$ cat src/rtl/uart_rx.sv
// UART receive front-end: 2-flop synchronised rx, OVERSAMPLE ticks per bit, MSB-first frames.
// Good frames update data with a one-cycle load; a low stop bit raises a sticky error.
module uart_rx #(
    parameter int unsigned OVERSAMPLE = 16,
    parameter int unsigned DATA_BITS  = 8
) (
    input  logic                 clk,
    input  logic                 reset,
    input  logic                 rx,
    output logic [DATA_BITS-1:0] data,
    output logic                 load,
    output logic                 error
);

    localparam int unsigned CNT_W = $clog2(OVERSAMPLE);
    localparam int unsigned IDX_W = (DATA_BITS > 2) ? $clog2(DATA_BITS) : 1;

    localparam logic [CNT_W-1:0] HALF_M1  = CNT_W'(OVERSAMPLE / 2 - 1);
    localparam logic [CNT_W-1:0] FULL_M1  = CNT_W'(OVERSAMPLE - 1);
    localparam logic [IDX_W-1:0] LAST_IDX = IDX_W'(DATA_BITS - 1);

    typedef enum logic [2:0] {
        IDLE,
        START,
        DATA,
        STOP,
        WAIT_IDLE
    } state_t;

    state_t               state;
    logic                 sync1;
    logic                 rxs;
    logic [CNT_W-1:0]     cnt;
    logic [IDX_W-1:0]     idx;
    logic [DATA_BITS-1:0] shreg;

    // Metastability guard; flops reset to the idle-high line level.
    always_ff @(posedge clk or negedge reset) begin
        if (!reset) begin
            sync1 <= 1'b1;
            rxs   <= 1'b1;
        end else begin
            sync1 <= rx;
            rxs   <= sync1;
        end
    end

    // Frame sequencer; samples land mid-bit, counted from the start-bit detection edge.
    always_ff @(posedge clk or negedge reset) begin
        if (!reset) begin
            state <= IDLE;
            cnt   <= '0;
            idx   <= '0;
            shreg <= '0;
            data  <= '0;
            load  <= 1'b0;
            error <= 1'b0;
        end else begin
            load <= 1'b0;
            case (state)
                IDLE: begin
                    if (!rxs) begin
                        cnt   <= '0;
                        error <= 1'b0;
                        state <= START;
                    end
                end
                START: begin
                    if (cnt == HALF_M1) begin
                        cnt <= '0;
                        if (!rxs) begin
                            idx   <= '0;
                            state <= DATA;
                        end else begin
                            state <= IDLE;
                        end
                    end else begin
                        cnt <= cnt + CNT_W'(1);
                    end
                end
                DATA: begin
                    if (cnt == FULL_M1) begin
                        cnt   <= '0;
                        shreg <= {shreg[DATA_BITS-2:0], rxs};
                        if (idx == LAST_IDX) begin
                            state <= STOP;
                        end else begin
                            idx <= idx + IDX_W'(1);
                        end
                    end else begin
                        cnt <= cnt + CNT_W'(1);
                    end
                end
                STOP: begin
                    if (cnt == FULL_M1) begin
                        cnt <= '0;
                        if (rxs) begin
                            data  <= shreg;
                            load  <= 1'b1;
                            error <= 1'b0;
                            state <= IDLE;
                        end else begin
                            error <= 1'b1;
                            state <= WAIT_IDLE;
                        end
                    end else begin
                        cnt <= cnt + CNT_W'(1);
                    end
                end
                WAIT_IDLE: begin
                    // Break or stuck-low line: only a return to high re-arms detection.
                    if (rxs) begin
                        state <= IDLE;
                    end
                end
                default: state <= IDLE;
            endcase
        end
    end

endmodule

$ cat config.mk
export PLATFORM = sky130hd
export DESIGN_NAME = uart_rx
export DESIGN_NICKNAME = d
export VERILOG_FILES = /design/src/rtl/uart_rx.sv
export SDC_FILE = /design/constraint.sdc
export NUM_CORES = 1
export LEC_CHECK = 0
export BUFFER_PORTS_ARGS = -buffer_cell sky130_fd_sc_hd__buf_2
export CAP_MARGIN = 10
export CELL_PAD_IN_SITES_DETAIL_PLACEMENT = 1
export CELL_PAD_IN_SITES_GLOBAL_PLACEMENT = 1
export CORE_ASPECT_RATIO = 0.6
export CORE_MARGIN = 2
export CORE_UTILIZATION = 39
export CTS_BUF_LIST = sky130_fd_sc_hd__clkbuf_8
export DETAILED_ROUTE_END_ITERATION = 10
export GPL_ROUTABILITY_DRIVEN = 1
export PLACE_DENSITY_LB_ADDON = 0.25
export SLEW_MARGIN = 20
export SYNTH_ARGS = -nofsm -noshare
export SYNTH_HDL_FRONTEND = slang
export SYNTH_SLANG_ARGS = --single-unit
$ cat constraint.sdc
create_clock -name clk -period 1.5 [get_ports clk]
set_input_delay 0.3 -clock clk [delete_from_list [all_inputs] [get_ports clk]]
set_output_delay 0.3 -clock clk [all_outputs]
set_load 0.005 [all_outputs]
-- Word-level counts from Yosys, hierarchy flattened
Cells that the tools add are included.
- register bits after elaboration: 30
- bits in latches: 0
- RAM bits: 0
- ROM bits: 0
- input bits: 3
- output and inout port bits: 10
- word-level logic and storage cells: 62
- memories kept: 0
- add/subtract/negate cells: 2
- multiply operators: 0
- div/mod/pow operators: 0
- $lt $le $gt $ge: 0
- equality and inequality tests: 15
- shifts and indexed selects: 0
- multiplexer cells: 25
- bitwise operators: 0
- reduce and logical (&&, ||, !) cells: 11
- operator list (kind ; count):
    $mux 3 ; 11
    $ne 2x2->1 const B ; 8
    $pmux 3 s5 ; 1
    $mux 4 ; 3
    $pmux 4 s3 ; 1
    $eq 3x2->1 const B ; 2
    $eq 3x3->1 const B ; 2
    $mux 1 ; 6
    $pmux 3 s2 ; 1
    $reduce_and 3->1 ; 2
    $reduce_and 6->1 ; 1
    $reduce_and 5->1 ; 1
    $add 4x1->4 const B ; 1
    $eq 4x3->1 const B ; 1
    $eq 4x4->1 const B ; 1
    $reduce_and 2->1 ; 2
    $reduce_bool 2->1 ; 2
    $add 3x1->3 const B ; 1
    $eq 3x1->1 const B ; 1
    $logic_not 3->1 ; 1
    $reduce_bool 3->1 ; 1
    $mux 2 ; 1
    $pmux 1 s2 ; 1
    $reduce_or 2->1 ; 1

-- Logic depth before layout (Yosys ltp)
Gate-level depths: netlist of run 1.
- depth in word-level cells: 4
- gate-level depth with buffers: 5
- gate-level depth less buffers: 5

-- Worst setup path before layout of run 1
No wires, ideal clock.
- path kind: register to register
- start: register cnt[0]
- end: register data[0]
- setup time: 0.125 ns
- arrival time: 1.477 ns
- data required time: 1.375 ns
- path slack: -0.102 ns
- cell stages (with the launch flop): 6
- buffers on the path: 1
- period minus slack after synthesis: 1.602 ns
- cells stage by stage: dfrtp_1 -> ha_1 -> and4_4 -> and3_4 -> buf_12 -> mux2_4
- longest elaborated chain between the ends: 2
- ends and longest elaborated chain (item ; RTL line ; text):
    from (decl) ; 33 ; logic [CNT_W-1:0] cnt;
    from (signal assigned) ; 78 ; cnt <= cnt + CNT_W'(1);
    from (signal assigned) ; 91 ; cnt <= cnt + CNT_W'(1);
    from (signal assigned) ; 107 ; cnt <= cnt + CNT_W'(1);
    $eq 4x4->1 ; 95 ; if (cnt == FULL_M1) begin
    $reduce_and 3->1 (no source line) ; -- ;
    to (signal assigned) ; 98 ; data <= shreg;
    to (decl) ; 10 ; output logic [DATA_BITS-1:0] data,
No other way between the ends.
A chain may end at the register's enable or synchronous reset.

-- Final worst setup path of run 1
- start: register cnt[0]
- end: register shreg[2]
- longest elaborated chain between the ends: 2
- ends and longest elaborated chain (item ; RTL line ; text):
    $eq 4x4->1 ; 82 ; if (cnt == FULL_M1) begin
    $reduce_and 2->1 (no source line) ; -- ;
    to (signal assigned) ; 84 ; shreg <= {shreg[DATA_BITS-2:0], rxs};
    to (decl) ; 35 ; logic [DATA_BITS-1:0] shreg;
No other way between the ends.

==> out/results.tsv, run 1 <==
stage	metric	value	unit
outcome	status	complete, but fails checks	
outcome	failed_checks	setup timing	
logic_synthesis	avgSynthCellArea	13.24	sq um
sta	slew_headroom	74.67	%
global_route	track_usage	17.87	%
finish	fin_cells	189	
logic_synthesis	synth_largest_area_cell	dfrtp_1	
logic_synthesis	yosys.area_share.adder	2.602	%
logic_synthesis	seq_area_frac_synth	52.21	%
sta	worst_slack	-17.66	ps
global_route	grt_pass1_vias	1026	
worst_setup_path	crit_type	flip-flop to flip-flop	
sta	fin_crit	1518	ps
logic_synthesis	synth_top_family_by_area	multiplexers	
global_route	grt_max_degree	31	
worst_setup_path	required	1660	ps
detailed_routing	routedWlPerCell	16.70	um
sta	finalSetupViolations	8	
sta	skew	2.476	ps
die	die_w	82.52	um
clock_tree	htreeDepth	2	
sta	max_freq	0.6589	GHz
power_and_ir_drop	p_switching	817.2	uW
global_route	grt_pass1_wl	5313	um
power_and_ir_drop	p_int	1752	uW
logic_synthesis	synth-seq-cells	30	
logic_synthesis	ys_types	39	
finish	n_antenna_cell	0	
logic_synthesis	ys.flop_type	dfrtp_1	
die	rows	17	
power_and_ir_drop	p_clk_share	25.5	%
detailed_routing	via_per_inst	5.233	
logic_synthesis	muxShareOfSynthArea	18.04	%
logic_synthesis	synth_edf_count	0	
die	coreArea	0.003616	sq mm
detailed_routing	drc	0	
power_and_ir_drop	leakage	0.0008626	uW
logic_synthesis	synth_cells	109	
die	start_util	39.90	%
logic_synthesis	synthXorXnorAreaFrac	0	%
sta	hold_violations	0	
worst_setup_path	cp_slowest_cell	dfrtp_1	
worst_setup_path	path_max_fanout	8	
sta	fin_crit_sh	101.2	%
logic_synthesis	netlist_top_cells_area	dfrtp_1, mux2_4, dfstp_2, ha_1, o211ai_1	
worst_setup_path	start_kind	flip-flop	
detailed_routing	antenna_left	0	
detailed_routing	wl	3156	um
clock_tree	clk_path_buf_depth	2	
sta	worst_pin_slew	379.9	ps
finish	area_growth	24.81	%
detailed_routing	first_iter_violations	39	
job	drv_cap	0	
logic_synthesis	async_reset_ff_share	100.0	%
finish	final_nets	147	
worst_setup_path	slowest_delay	390	ps
clock_tree	worstSkewPairLatency	280	ps
global_route	grt_overflow	0	
power_and_ir_drop	sw_frac_of_total	31.81	%
hold_path	hold_path.class	primary input to asynchronous set/reset pin	
logic_synthesis	synth_top_area_share	48.57	%
clock_tree	cts_buffers	5	
die	io_pins	13	
worst_setup_path	crit_chain	ha_4 -> and4b_4 -> and2_4 -> buf_12 -> mux2_4	
placement	dp.cells	177	
sta	final_max_slew_viol_count	0	
logic_synthesis	synth_simple_gate_area_share	12.58	%
logic_synthesis	synth_compound_area_share	9.454	%
clock_tree	ctsHoldBuffers	0	
placement	gp_congestion	0.7671	
global_route	antenna_found_initial	0	
power_and_ir_drop	power_frac_comb	33.5	%
finish	drive_above_1_share	48.59	%
worst_setup_path	setup.worst_path.end_class	flip-flop	
detailed_routing	via_count	989	
sta	fin_setup_tns	-69.00	ps
die	die_area	0.004218	sq mm
logic_synthesis	ys.warnings.count	0	
sta	rsz0062_at_grt	yes	
power_and_ir_drop	power_frac_seq	41.0	%
placement	port_buffers	12	
clock_tree	cts.sinks	30	
logic_synthesis	synth_nets	115	
worst_setup_path	crit_arrival	1680	ps
clock_tree	cts_tree	yes	
clock_tree	cts-root-buf	clkbuf_8	
placement	dp_hpwl	2138	um
die	die_h	51.11	um
detailed_routing	drtPass1Iterations	4	
logic_synthesis	syn_area	0.001443	sq mm
power_and_ir_drop	powerDensity	1427	mW/mm^2
power_and_ir_drop	ir_drop	0.7420	mV
clock_tree	clk_pin_slew	60	ps
==> state kept, by name, summed over array words and instances, names as in the netlist <==
| signal | cells |
|---|---|
| data | 8 |
| shreg | 8 |
| cnt | 4 |
| idx | 3 |
| state | 3 |
| error | 1 |
| load | 1 |
| rxs | 1 |
| sync1 | 1 |
==> worst max-delay path, delay by kind of cell (launching register included) <==
| family | cells | cell delay [ps] |
|---|---|---|
| flip-flops | 1 | 390 |
| AND/OR/NAND/NOR | 2 | 380 |
| multiplexers | 1 | 300 |
| adder cells (fa/ha/maj) | 1 | 180 |
| buffers and inverters | 1 | 130 |
==> cells in the mapped netlist, types with 2 or more instances <==
cell,n
o21ai_0,3
nand2_1,2
inv_1,4
nor3_1,2
nor3b_1,3
dfrtp_1,28
dfstp_2,2
mux2i_1,2
mux2_4,16
a21oi_1,3
nand3_1,4
buf_6,2
nor2_1,5
o31ai_1,2
a31oi_1,2
o211ai_1,4
ha_1,3
==> per-layer routing <==
| metal | track usage, % | routed length [um] | vias up | part of all wire [%] |
|---|---|---|---|---|
| li1 | - | - | 467 | - |
| met1 | 24.80 | 1565 | 499 | 50 |
| met2 | 26.08 | 1425 | 17 | 45 |
| met3 | 5.830 | 112 | 6 | 3.5 |
| met4 | 6.557 | 52 | 0 | 1.6 |
| met5 | 0 | 0 | - | 0 |
==> stage by stage <==
step / area, sq um / utilization [%] / hold slack [ps] / power [uW] / worst slack, ps
4_1_cts: 1779 / 49.20 / 27.42 / 2601 / -22.39
5_1_grt: 1800 / 49.79 / 40.40 / 2768 / -53.97
2_1_floorplan: 1458 / - / 4.409 / 1556 / -6.687
6_report: 1800 / 49.79 / 24.70 / 2569 / -17.66
3_5_place_dp: 1643 / 45.43 / 340.1 / 1870 / -71.82
3_3_place_gp: 1643 / 45.43 / 329.7 / 1807 / -28.21
==> cell type report <==
type                            instances  area, sq um
Fill cell                             394         1815
Inverter                                4        15.01
Sequential cell                        30        753.2
Clock buffer                            6        82.58
Multi-Input combinational cell         70        674.4
Tap cell                               47        58.81
Clock inverter                          2        8.758
Timing Repair Buffer                   30        207.7
==> path summary, 6_finish.rpt <==
check | start | to | slack, ps | depth (start not counted)
setup / recovery | cnt[0] | shreg[2] | -20 | 5
hold / removal | reset | shreg[5] | 20 | 2
setup reg to reg | cnt[0] | shreg[2] | -20 | 5
hold reg to reg | sync1 | rxs | 360 | 0
max in group asynchronous | reset | sync1 | 1160 | 2
min in group clk | rx | sync1 | 120 | 1
==> placed cells by master (no fill, tap or decap), types with 2 or more instances in the layout <==
master / n
dfrtp_1: 28
buf_4: 17
mux2_4: 16
buf_2: 12
clkbuf_8: 6
inv_1: 5
nor2_1: 5
nand3_1: 4
o211ai_1: 4
o21ai_0: 3
a21oi_1: 3
and3_4: 2
a31oi_1: 2
nor3b_1: 2
nor3_1: 2
nand2_1: 2
mux2i_1: 2
ha_4: 2
dfstp_2: 2
==> logic make-up (layout without fill, tap and decap cells) <==
logic type / after synthesis / in the layout
mux: 18 / 18
buf+inv: 10 / 42
flops: 30 / 30
fa+ha+maj: 3 / 3
compound gates: 20 / 20
simple gates: 28 / 29
==> power by group through the flow <==
stage,Sequential (uW),Combinational [uW],Clock (uW)
2_1_floorplan,1040,520,0
3_3_place_gp,1060,748,0
3_5_place_dp,1070,801,0
4_1_cts,1050,855,692
5_1_grt,1070,958,737
6_report,1050,860,655
==> repair_timing <==
| item | in CTS | in global routing |
|---|---|---|
| setup buffers | 2 | 1 |
| endpoints found under the setup margin | 20 | 23 |
| endpoints found under the hold margin | 0 | 0 |
| pin swaps | 2 | 4 |
| gates resized for setup | 5 | 3 |
| cloned | 1 | 0 |
(Power assumes the default switching activity.)
==> run 2: changes to the inputs <==
--- a/config.mk
+++ b/config.mk
@@ -10,12 +10,13 @@
 export CELL_PAD_IN_SITES_DETAIL_PLACEMENT = 1
 export CELL_PAD_IN_SITES_GLOBAL_PLACEMENT = 1
 export CORE_ASPECT_RATIO = 0.6
-export CORE_MARGIN = 2
+export CORE_MARGIN = 3
 export CORE_UTILIZATION = 39
 export CTS_BUF_LIST = sky130_fd_sc_hd__clkbuf_8
 export DETAILED_ROUTE_END_ITERATION = 10
 export GPL_ROUTABILITY_DRIVEN = 1
 export PLACE_DENSITY_LB_ADDON = 0.25
+export RECOVER_POWER = 50
 export SLEW_MARGIN = 20
 export SYNTH_ARGS = -nofsm -noshare
 export SYNTH_HDL_FRONTEND = slang
==> out/results.tsv, run 2 (synthesized netlist as in run 1, its figures left out) <==
stage	metric	value	unit
outcome	status	complete, but fails checks	
outcome	failed_checks	setup timing	
die	rows	16	
placement	dp_hpwl	2136	um
power_and_ir_drop	power_frac_seq	40.9	%
finish	reg.largest.list	data (8), shreg (8), cnt (4)	
sta	fin_crit_sh	100.8	%
sta	slew_headroom	50.71	%
finish	ff_latch_area	753.2	sq um
clock_tree	cts_tree	yes	
clock_tree	worstSkewPairLatency	280	ps
global_route	grt_pass1_vias	1065	
detailed_routing	drc	0	
sta	max_freq	0.6617	GHz
die	io_pins	13	
worst_setup_path	path_buf_inv	1	
finish	area_growth	23.85	%
global_route	antenna_found_initial	0	
finish	final_cell_mix	dfrtp_1, mux2_4, buf_4	
worst_setup_path	rr_startpoint	cnt[0]	
power_and_ir_drop	p_int	1723	uW
clock_tree	htreeDepth	2	
worst_setup_path	crit_chain	ha_4 -> and4b_4 -> and2_4 -> buf_12 -> mux2_4	
worst_setup_path	required	1670	ps
global_route	grt_overflow	0	
sta	hold_violations	0	
finish	fillers	351	
die	start_util	42.39	%
die	coreArea	0.003403	sq mm
detailed_routing	drtPass1Iterations	4	
worst_setup_path	cp_slowest_cell	dfrtp_1	
worst_setup_path	worst_r2r_path_depth	5	
finish	final_nets	147	
placement	dp.cells	175	
sta	final_max_slew_viol_count	0	
power_and_ir_drop	p_switching	843.8	uW
sta	worst_slack	-11.25	ps
worst_setup_path	crit_start	cnt[0]	
worst_setup_path	reg2reg_slack	-10	ps
hold_path	hold_path.class	primary input to flip-flop	
finish	final_core_util	52.50	%
sta	worst_pin_slew	739.3	ps
die	die_h	53.11	um
power_and_ir_drop	powerDensity	1437	mW/mm^2
clock_tree	cts-root-buf	clkbuf_8	
finish	drive_above_1_share	47.89	%
global_route	grt_max_degree	31	
detailed_routing	first_iter_violations	39	
power_and_ir_drop	sw_frac_of_total	32.87	%
sta	finalSetupViolations	7	
detailed_routing	via_count	989	
sta	fin_crit	1511	ps
placement	gp_congestion	0.7417	
power_and_ir_drop	ir_drop	0.7666	mV
worst_setup_path	worstSetupPathDepth	5	
worst_setup_path	crit_type	flip-flop to flip-flop	
worst_setup_path	crit_arrival	1680	ps
worst_setup_path	slowest_delay	400	ps
die	die_area	0.004489	sq mm
global_route	track_usage	16.06	%
power_and_ir_drop	leakage	0.0008670	uW
worst_setup_path	start_kind	flip-flop	
placement	port_buffers	12	
finish	fin_cells	187	
job	drv_cap	0	
sta	skew	7.870	ps
sta	rsz0062_at_grt	yes	
finish	final_common_cell	dfrtp_1	
worst_setup_path	path_max_fanout	8	
global_route	grt_pass1_wl	5306	um
detailed_routing	routedWlPerCell	17.45	um
power_and_ir_drop	power_frac_comb	32.4	%
clock_tree	clk_path_buf_depth	2	
power_and_ir_drop	p_clk_share	26.7	%
clock_tree	ctsHoldBuffers	0	
clock_tree	cts.sinks	30	
worst_setup_path	worstReg2RegEnd	shreg[0]	
placement	pre_cts_ws	-44.50	ps
detailed_routing	antenna_left	0	
clock_tree	clk_pin_slew	70	ps
worst_setup_path	path_delay_family	flip-flops	
worst_setup_path	crit_end	shreg[0]	
clock_tree	cts_buffers	5	
detailed_routing	wl	3263	um
finish	multiInputGateArea	665.6	sq um
die	die_w	84.52	um
detailed_routing	via_per_inst	5.289	
finish	n_antenna_cell	0	
worst_setup_path	setup.worst_path.end_class	flip-flop	
## run 2: cell types whose count changed in the layout (fill, tap and decap cells not counted)
cell and change:
and3_2 +1, and3_4 -1, buf_4 -1, clkbuf_2 +1
o21ai_0 -1, o21ai_1 +1, or3_1 +1, or3_4 -1
## run 2: worst min-delay path by stage
stage | from | end | cells after the start
detailed placement | reset | data[6] | 2
finish | rx | sync1 | 1
CTS | reset | load | 2
floorplan | reset | cnt[0] | 0
global route | rx | sync1 | 1
global placement | reset | data[6] | 2
## run 2: repair_timing
| action | in CTS | in global routing |
|---|---|---|
| setup endpoints to repair | 19 | 20 |
| pin swaps | 1 | 4 |
| buffers inserted | 2 | 1 |
| gates cloned | 0 | 1 |
| resized for setup | 2 | 5 |
## run 2: worst register-to-register path, delay by kind of cell, from the launching register on
kind / cells / cell delay, ps
mux: 1 / 310
fa+ha+maj: 1 / 180
flops: 1 / 400
simple gates: 2 / 390
buf+inv: 1 / 130
## run 2: power groups by stage
stage / sequential (uW) / combinational, uW / clock [uW]
5_1_grt: 1070 / 933 / 752
3_5_place_dp: 1060 / 784 / 0
6_report: 1050 / 832 / 684
2_1_floorplan: 1040 / 520 / 0
4_1_cts: 1050 / 805 / 698
3_3_place_gp: 1050 / 737 / 0
## run 2: cell type report
| type | count | share of cell area, % |
|---|---|---|
| multi-input cells | 70 | 37.25 |
| clock inverters | 2 | 0.4902 |
| inverters | 4 | 0.8403 |
| well taps | 45 | 3.151 |
| clock buffers | 6 | 4.622 |
| flip-flops and latches | 30 | 42.16 |
| repair buffers | 30 | 11.48 |
## run 2: layer usage
metal | vias to the layer above | routed length (um) | GRT usage, %
li1 | 462 | - | -
met1 | 507 | 1634 | 20.52
met2 | 14 | 1465 | 24.68
met3 | 6 | 110 | 5.288
met4 | 0 | 52 | 7.895
met5 | - | 0 | 0
## run 2: per-stage QoR
| step | TNS (ps) | area, sq um | total power [uW] | hold slack [ps] |
|---|---|---|---|---|
| after floorplan | -87.06 | 1458 | 1556 | 4.409 |
| after global placement | -213.9 | 1640 | 1790 | 326.2 |
| after detailed placement | -534.9 | 1640 | 1847 | 339.3 |
| after CTS | -362.2 | 1752 | 2554 | 27.85 |
| after global routing | -634.0 | 1787 | 2759 | 104.6 |
| final | -24.85 | 1787 | 2567 | 120.4 |
